[src/rtl/spi_bank_scheduler.sv]
// Shares one SPI read stream between the video and audio banks.
// Define SCHED_TIMEOUT_EN to bound the header hunt and flag hdr_timeout.
module spi_bank_scheduler #(
  parameter logic [7:0]  HEADER      = 8'hFF,
  parameter int unsigned VIDEO_BYTES = 38400,
  parameter int unsigned AUDIO_BYTES = 512,
  parameter int unsigned HDR_TIMEOUT = 4096,
  parameter int unsigned CS_GAP      = 8
) (
  input  logic       CLK_40,
  input  logic       reset,
  input  logic       SPI_clk_en,
  input  logic       MISO,
  input  logic       frame_done,
  input  logic       audio_low,
  input  logic       video_bank_full,
  input  logic       audio_bank_full,
  output logic       chip_select,
  output logic       write_video,
  output logic       write_audio,
  output logic [7:0] data_out,
  output logic       busy,
  output logic       hdr_timeout
);

  localparam logic [15:0] VQ   = 16'(VIDEO_BYTES);
  localparam logic [15:0] AQ   = 16'(AUDIO_BYTES);
  localparam logic [15:0] GLIM = 16'(CS_GAP - 1);

  typedef enum logic [1:0] {IDLE, HUNT, XFER, GAP} state_e;

  state_e      state_q;
  logic        vid_pend_q;
  logic        last_audio_q;
  logic        gnt_audio_q;
  logic [7:0]  sh_q;
  logic [2:0]  bit_q;
  logic [15:0] cnt_q;
  logic        cs_q;
  logic        wv_q;
  logic        wa_q;
  logic [7:0]  dout_q;
  logic        busy_q;

  logic [7:0]  sh_d;
  logic        grant_audio;
  logic        grant_full;
  logic        gnt_full;
  logic [15:0] quota;

  assign sh_d        = {sh_q[6:0], MISO};
  assign grant_audio = audio_low & (~vid_pend_q | ~last_audio_q);
  assign grant_full  = grant_audio ? audio_bank_full : video_bank_full;
  assign gnt_full    = gnt_audio_q ? audio_bank_full : video_bank_full;
  assign quota       = gnt_audio_q ? AQ : VQ;

`ifdef SCHED_TIMEOUT_EN
  localparam logic [15:0] HLIM = 16'(HDR_TIMEOUT - 1);
  logic [15:0] hunt_q;
  logic        to_q;
  assign hdr_timeout = to_q;
`else
  assign hdr_timeout = 1'b0;
`endif

  always_ff @(posedge CLK_40) begin
    if (reset) begin
      state_q      <= IDLE;
      vid_pend_q   <= 1'b0;
      last_audio_q <= 1'b0;
      gnt_audio_q  <= 1'b0;
      sh_q         <= '0;
      bit_q        <= '0;
      cnt_q        <= '0;
      cs_q         <= 1'b1;
      wv_q         <= 1'b0;
      wa_q         <= 1'b0;
      dout_q       <= '0;
      busy_q       <= 1'b0;
`ifdef SCHED_TIMEOUT_EN
      hunt_q       <= '0;
      to_q         <= 1'b0;
`endif
    end else begin
      wv_q <= 1'b0;
      wa_q <= 1'b0;
      if (frame_done) vid_pend_q <= 1'b1;
      unique case (state_q)
        IDLE: begin
          if (vid_pend_q || audio_low) begin
            gnt_audio_q  <= grant_audio;
            last_audio_q <= grant_audio;
            if (!grant_audio) vid_pend_q <= frame_done;
            busy_q <= 1'b1;
            sh_q   <= '0;
            bit_q  <= '0;
            cnt_q  <= '0;
`ifdef SCHED_TIMEOUT_EN
            hunt_q <= '0;
`endif
            // A bank that is already full gets no select, just the gap
            if (grant_full) begin
              state_q <= GAP;
            end else begin
              cs_q    <= 1'b0;
              state_q <= HUNT;
            end
          end
        end
        HUNT: begin
          if (SPI_clk_en) begin
            sh_q <= sh_d;
            if (sh_d == HEADER) begin
              bit_q   <= '0;
              state_q <= XFER;
            end
`ifdef SCHED_TIMEOUT_EN
            else if (hunt_q == HLIM) begin
              to_q    <= 1'b1;
              cs_q    <= 1'b1;
              cnt_q   <= '0;
              state_q <= GAP;
              if (!gnt_audio_q) vid_pend_q <= 1'b1;
            end else begin
              hunt_q <= hunt_q + 16'd1;
            end
`endif
          end
        end
        XFER: begin
          // Checked every cycle: a full flag drops any partial byte
          if (gnt_full || cnt_q == quota) begin
            cs_q    <= 1'b1;
            cnt_q   <= '0;
            state_q <= GAP;
          end else if (SPI_clk_en) begin
            sh_q  <= sh_d;
            bit_q <= bit_q + 3'd1;
            if (bit_q == 3'd7) begin
              dout_q <= sh_d;
              wv_q   <= ~gnt_audio_q;
              wa_q   <= gnt_audio_q;
              cnt_q  <= cnt_q + 16'd1;
            end
          end
        end
        GAP: begin
          if (SPI_clk_en) begin
            if (cnt_q == GLIM) begin
              cnt_q   <= '0;
              busy_q  <= 1'b0;
              state_q <= IDLE;
            end else begin
              cnt_q <= cnt_q + 16'd1;
            end
          end
        end
      endcase
    end
  end

  assign chip_select = cs_q;
  assign write_video = wv_q;
  assign write_audio = wa_q;
  assign data_out    = dout_q;
  assign busy        = busy_q;

endmodule

[config.mk]
export PLATFORM = sky130hd
export DESIGN_NAME = spi_bank_scheduler
export DESIGN_NICKNAME = d
export VERILOG_FILES = /design/src/rtl/spi_bank_scheduler.sv
export SDC_FILE = /design/constraint.sdc
export NUM_CORES = 1
export LEC_CHECK = 0
export ABC_AREA = 1
export BUFFER_PORTS_ARGS = -buffer_cell sky130_fd_sc_hd__buf_2
export CORE_MARGIN = 10
export CORE_UTILIZATION = 50
export DETAILED_ROUTE_END_ITERATION = 10
export PLACE_DENSITY = 0.71
export SETUP_SLACK_MARGIN = 0.1
export SYNTH_ARGS = -nofsm -noshare
export SYNTH_HDL_FRONTEND = slang
export SYNTH_SLANG_ARGS = --single-unit
[constraint.sdc]
create_clock -name CLK_40 -period 1.9 [get_ports CLK_40]
set_input_delay 0.095 -clock CLK_40 [delete_from_list [all_inputs] [get_ports CLK_40]]
set_output_delay 0.095 -clock CLK_40 [all_outputs]
set_load 0.02 [all_outputs]
==> Flow_metrics.wiki <==
{| class="wikitable"
! Metric !! Value
|-
| Total count of hold-check failures in the final report || 0
|-
| Setup slack at placement || 27.5 ps
|-
| Worst reg2reg setup slack || 150 ps
|-
| Area growth, synth to finish || 18.4%
|-
| Antenna violations before repair || 0
|-
| Buffer depth of the longest clock path || 2
|-
| Final hold slack || 29.5 ps
|-
| Library cells used by synthesis || 30
|-
| Cell Pwr Density || 1100 nW/µm²
|-
| Post-route antenna net violation count || 0
|-
| Fraction of synthesized cell area taken by the top area cell type || 31.4%
|-
| Top-level port count || 21
|-
| Switch Pwr || 1.51 mW
|-
| Layout filler cell count || 494
|-
| Clock sinks || 42
|-
| Leakage Power || 1.41 nW
|-
| Crit path kind || register to register
|-
| Final number of max-transition violations || 0
|-
| Overflow after GRT || 0
|-
| Width of the chip || 93.2 µm
|-
| Cell chosen for the clock root || clkbuf_8
|-
| Std-Cell Core Area || 5140 µm²
|-
| Count of flip-flops with a built-in enable after synthesis || 0
|-
| Top cells by area, synth || dfxtp_1 31%, nand2_1 20%, a21oi_1 8.4%, nand3_1 6.5%, nor2_1 5.5%
|-
| Post-route DRC || 0
|-
| Warnings from Yosys || 0
|-
| FP Rows || 26
|-
| Flop pwr share || 33.1%
|-
| Sum of negative setup slack || 0 ps
|-
| Synthesized instance count || 425
|-
| Per-cell via count in the routed design || 5.34
|-
| Reg area || 853 µm²
|-
| Clock network power share || 17.5%
|-
| TritonCTS Buffers || 5
|-
| Clock H-tree levels || 2
|-
| Core utilization of the finished layout || 61.8%
|-
| Number of input and output port buffers inserted || 19
|-
| Critical path launch point type || register
|-
| Clock-pin slew reported for the worst setup and hold paths after clock tree synthesis || 90 ps
|-
| Diode insertion count for antenna repair || 0
|-
| Maximum clock skew at final layout || 7.12 ps
|-
| Top cells by instance count after synthesis || 140 x nand2_1, 45 x a21oi_1, 42 x dfxtp_1, 39 x nor2_1, 35 x nand3_1
|-
| Type of element capturing the critical path || register
|-
| Initial Util || 52.1%
|-
| Setup repair after global routing missed its margin || true
|-
| Run status || completed
|-
| Final min period || 1750 ps
|-
| Worst Hold Class || input port to register
|-
| Via Count || 2,822
|-
| Placer Congestion || 0.886
|-
| Wire length of the first global-routing pass || 11,400 µm
|-
| Share of total power consumed by net switching || 43.4%
|-
| Die H || 93.2 µm
|-
| Share of total power in combinational logic || 49.4%
|-
| Synth Cell Area || 2680 µm²
|-
| Seq cells post-synth || 42
|-
| Asr flop ratio synth || 0%
|-
| Area enclosed by the die boundary || 8690 µm²
|-
| Data required time at the worst endpoint || 2140 ps
|-
| Cts hold-fix bufs || 0
|-
| DP Wirelength || 4970 µm
|-
| Number of design-rule violations left by the first detailed-router iteration || 154
|-
| Yosys top cell by area || dfxtp_1
|-
| Total GRT Usage || 15.5%
|-
| Internal power || 1.97 mW
|-
| Maximum net fanout on the critical path || 8
|-
| Number of maximum-capacitance violations || 0
|-
| Mean routed wirelength per cell || 13.2 µm
|-
| Final Worst Setup Slack || 145 ps
|-
| Length of the first detailed-routing pass in iterations || 4
|-
| Multi-input combinational cell area || 1720 µm²
|-
| Synthesized Nets || 441
|-
| Post-Route WL || 6980 µm
|-
| Data arrival time of the critical path || 1990 ps
|-
| Post-Syn Area per Cell || 6.31 µm²
|-
| Final Power || 3.48 mW
|-
| Max Freq || 570 MHz
|-
| Vias in the first global route || 2,635
|-
| Fraction of the yosys area taken by sequential cells || 31.4%
|-
| Final #Nets || 473
|-
| Prevailing post-synth register cell || dfxtp_1
|-
| Final critical-path share of the clock period || 92.4%
|-
| Largest net degree at the start of global routing || 24
|-
| Cell with the most instances after synthesis || nand2_1
|-
| Count of endpoints failing setup in the final report || 0
|-
| Fraction of final layout cells with drive strength greater than 1 || 21.8%
|-
| Clock tree from TritonCTS || yes
|-
| IR Drop Worst-Case VDD || 0.000790 V
|-
| Insertion delay of the later-clocked pin in the worst-skew pair || 300 ps
|}
[per-layer routing]
| layer | global-route usage (%) | share of wire, % | routed length (µm) | vias to the layer above |
|---|---|---|---|---|
| met4 | 6.04 | 1.9 | 136 | 0 |
| met1 | 18.4 | 44 | 3100 | 1312 |
| met2 | 27.5 | 50 | 3500 | 58 |
| li1 | - | - | - | 1434 |
| met5 | 0 | 0 | 0 | - |
| met3 | 2.40 | 3.5 | 241 | 18 |
[power by group through the flow]
stage	Sequential (mW)	Clock, mW	Combinational (mW)
after floorplan	1.14	0	1.01
after global placement	1.15	0	1.36
after detailed placement	1.15	0	1.37
after CTS	1.13	0.629	1.44
after global routing	1.16	0.656	1.89
final	1.15	0.609	1.72
[what timing repair did]
item                       in CTS  in global routing
pin swaps                       1                 15
resized for setup               5                 36
cloned                          0                  1
setup endpoints to repair      16                 38
setup buffers                   1                  8
[kinds of logic after synthesis]
| group | count (synthesis) | synth area share [%] |
|---|---|---|
| xor gates and xnor gates | 6 | 1.96 |
| and+or+nand+nor | 257 | 42.8 |
| AOI/OAI and AO/OA | 55 | 10.7 |
| other | 1 | 0.140 |
| buffers and inverters | 56 | 9.24 |
| DFF | 42 | 31.4 |
| adders and majority gates | 8 | 3.73 |
[flip-flops by register name, indices dropped and copies added, names as in the netlist]
name and cells:
gnt_audio_q 1, sh_q 7, cnt_q 16, state_q 2
vid_pend_q 1, data_out 8, busy 1, bit_q 3
write_audio 1, chip_select 1, write_video 1
[worst max-delay path, cell delays in order (launching register included)]
cell and delay, ps:
dfxtp_2 350, inv_4 70, ha_1 290, buf_4 230, nand4_1 200, buf_4 220
nand3_4 140, nand2_1 70, a21oi_1 130
[placed cells by master, fill, tap and decap left out]
master / n
buf_2: 19
clkinv_4: 1
ha_1: 6
xor2_1: 6
nand3_1: 35
conb_1: 1
buf_6: 2
inv_1: 31
nor3_1: 12
clkinvlp_4: 1
nand4_1: 11
nand4_2: 1
clkbuf_8: 5
nor3_4: 2
dfxtp_1: 34
nor2_4: 2
and3_1: 3
buf_4: 22
nor2_2: 8
inv_2: 5
a21boi_0: 1
o21ai_1: 1
dfxtp_4: 1
nand3_4: 5
a21oi_1: 44
nand2_2: 10
o21ai_0: 6
nor2_1: 36
nand2_1: 130
a211oi_2: 1
a21oi_2: 1
nand2_4: 2
o211ai_1: 1
inv_4: 1
dfxtp_2: 7
or2_2: 1
inv_6: 1
ha_4: 2
[stage by stage]
step / cells / instance area [µm²]
final: 528 / 3170
after global routing: 528 / 3170
after CTS: 519 / 2980
after detailed placement: 510 / 2870
after global placement: 510 / 2870
after floorplan: 425 / 2680
[path summary, 6_finish.rpt]
path,cells past startpoint,to,startpoint
worst min-delay path,3,vid_pend_q,frame_done
worst max-delay path,8,cnt_q[7],state_q[0]
worst min register to register,2,busy,busy
worst max register to register,8,cnt_q[7],state_q[0]
[final cells by class]
type                    instances  area share (%)
multi-input cells             328            54.0
repair buffers                 43            8.91
flip-flops and latches         42            26.9
inverters                      37            4.45
clock buffers                   5            2.17
well taps                      70            2.76
clock inverters                 3           0.788
Note: power is estimated with default switching activity, not from simulation.
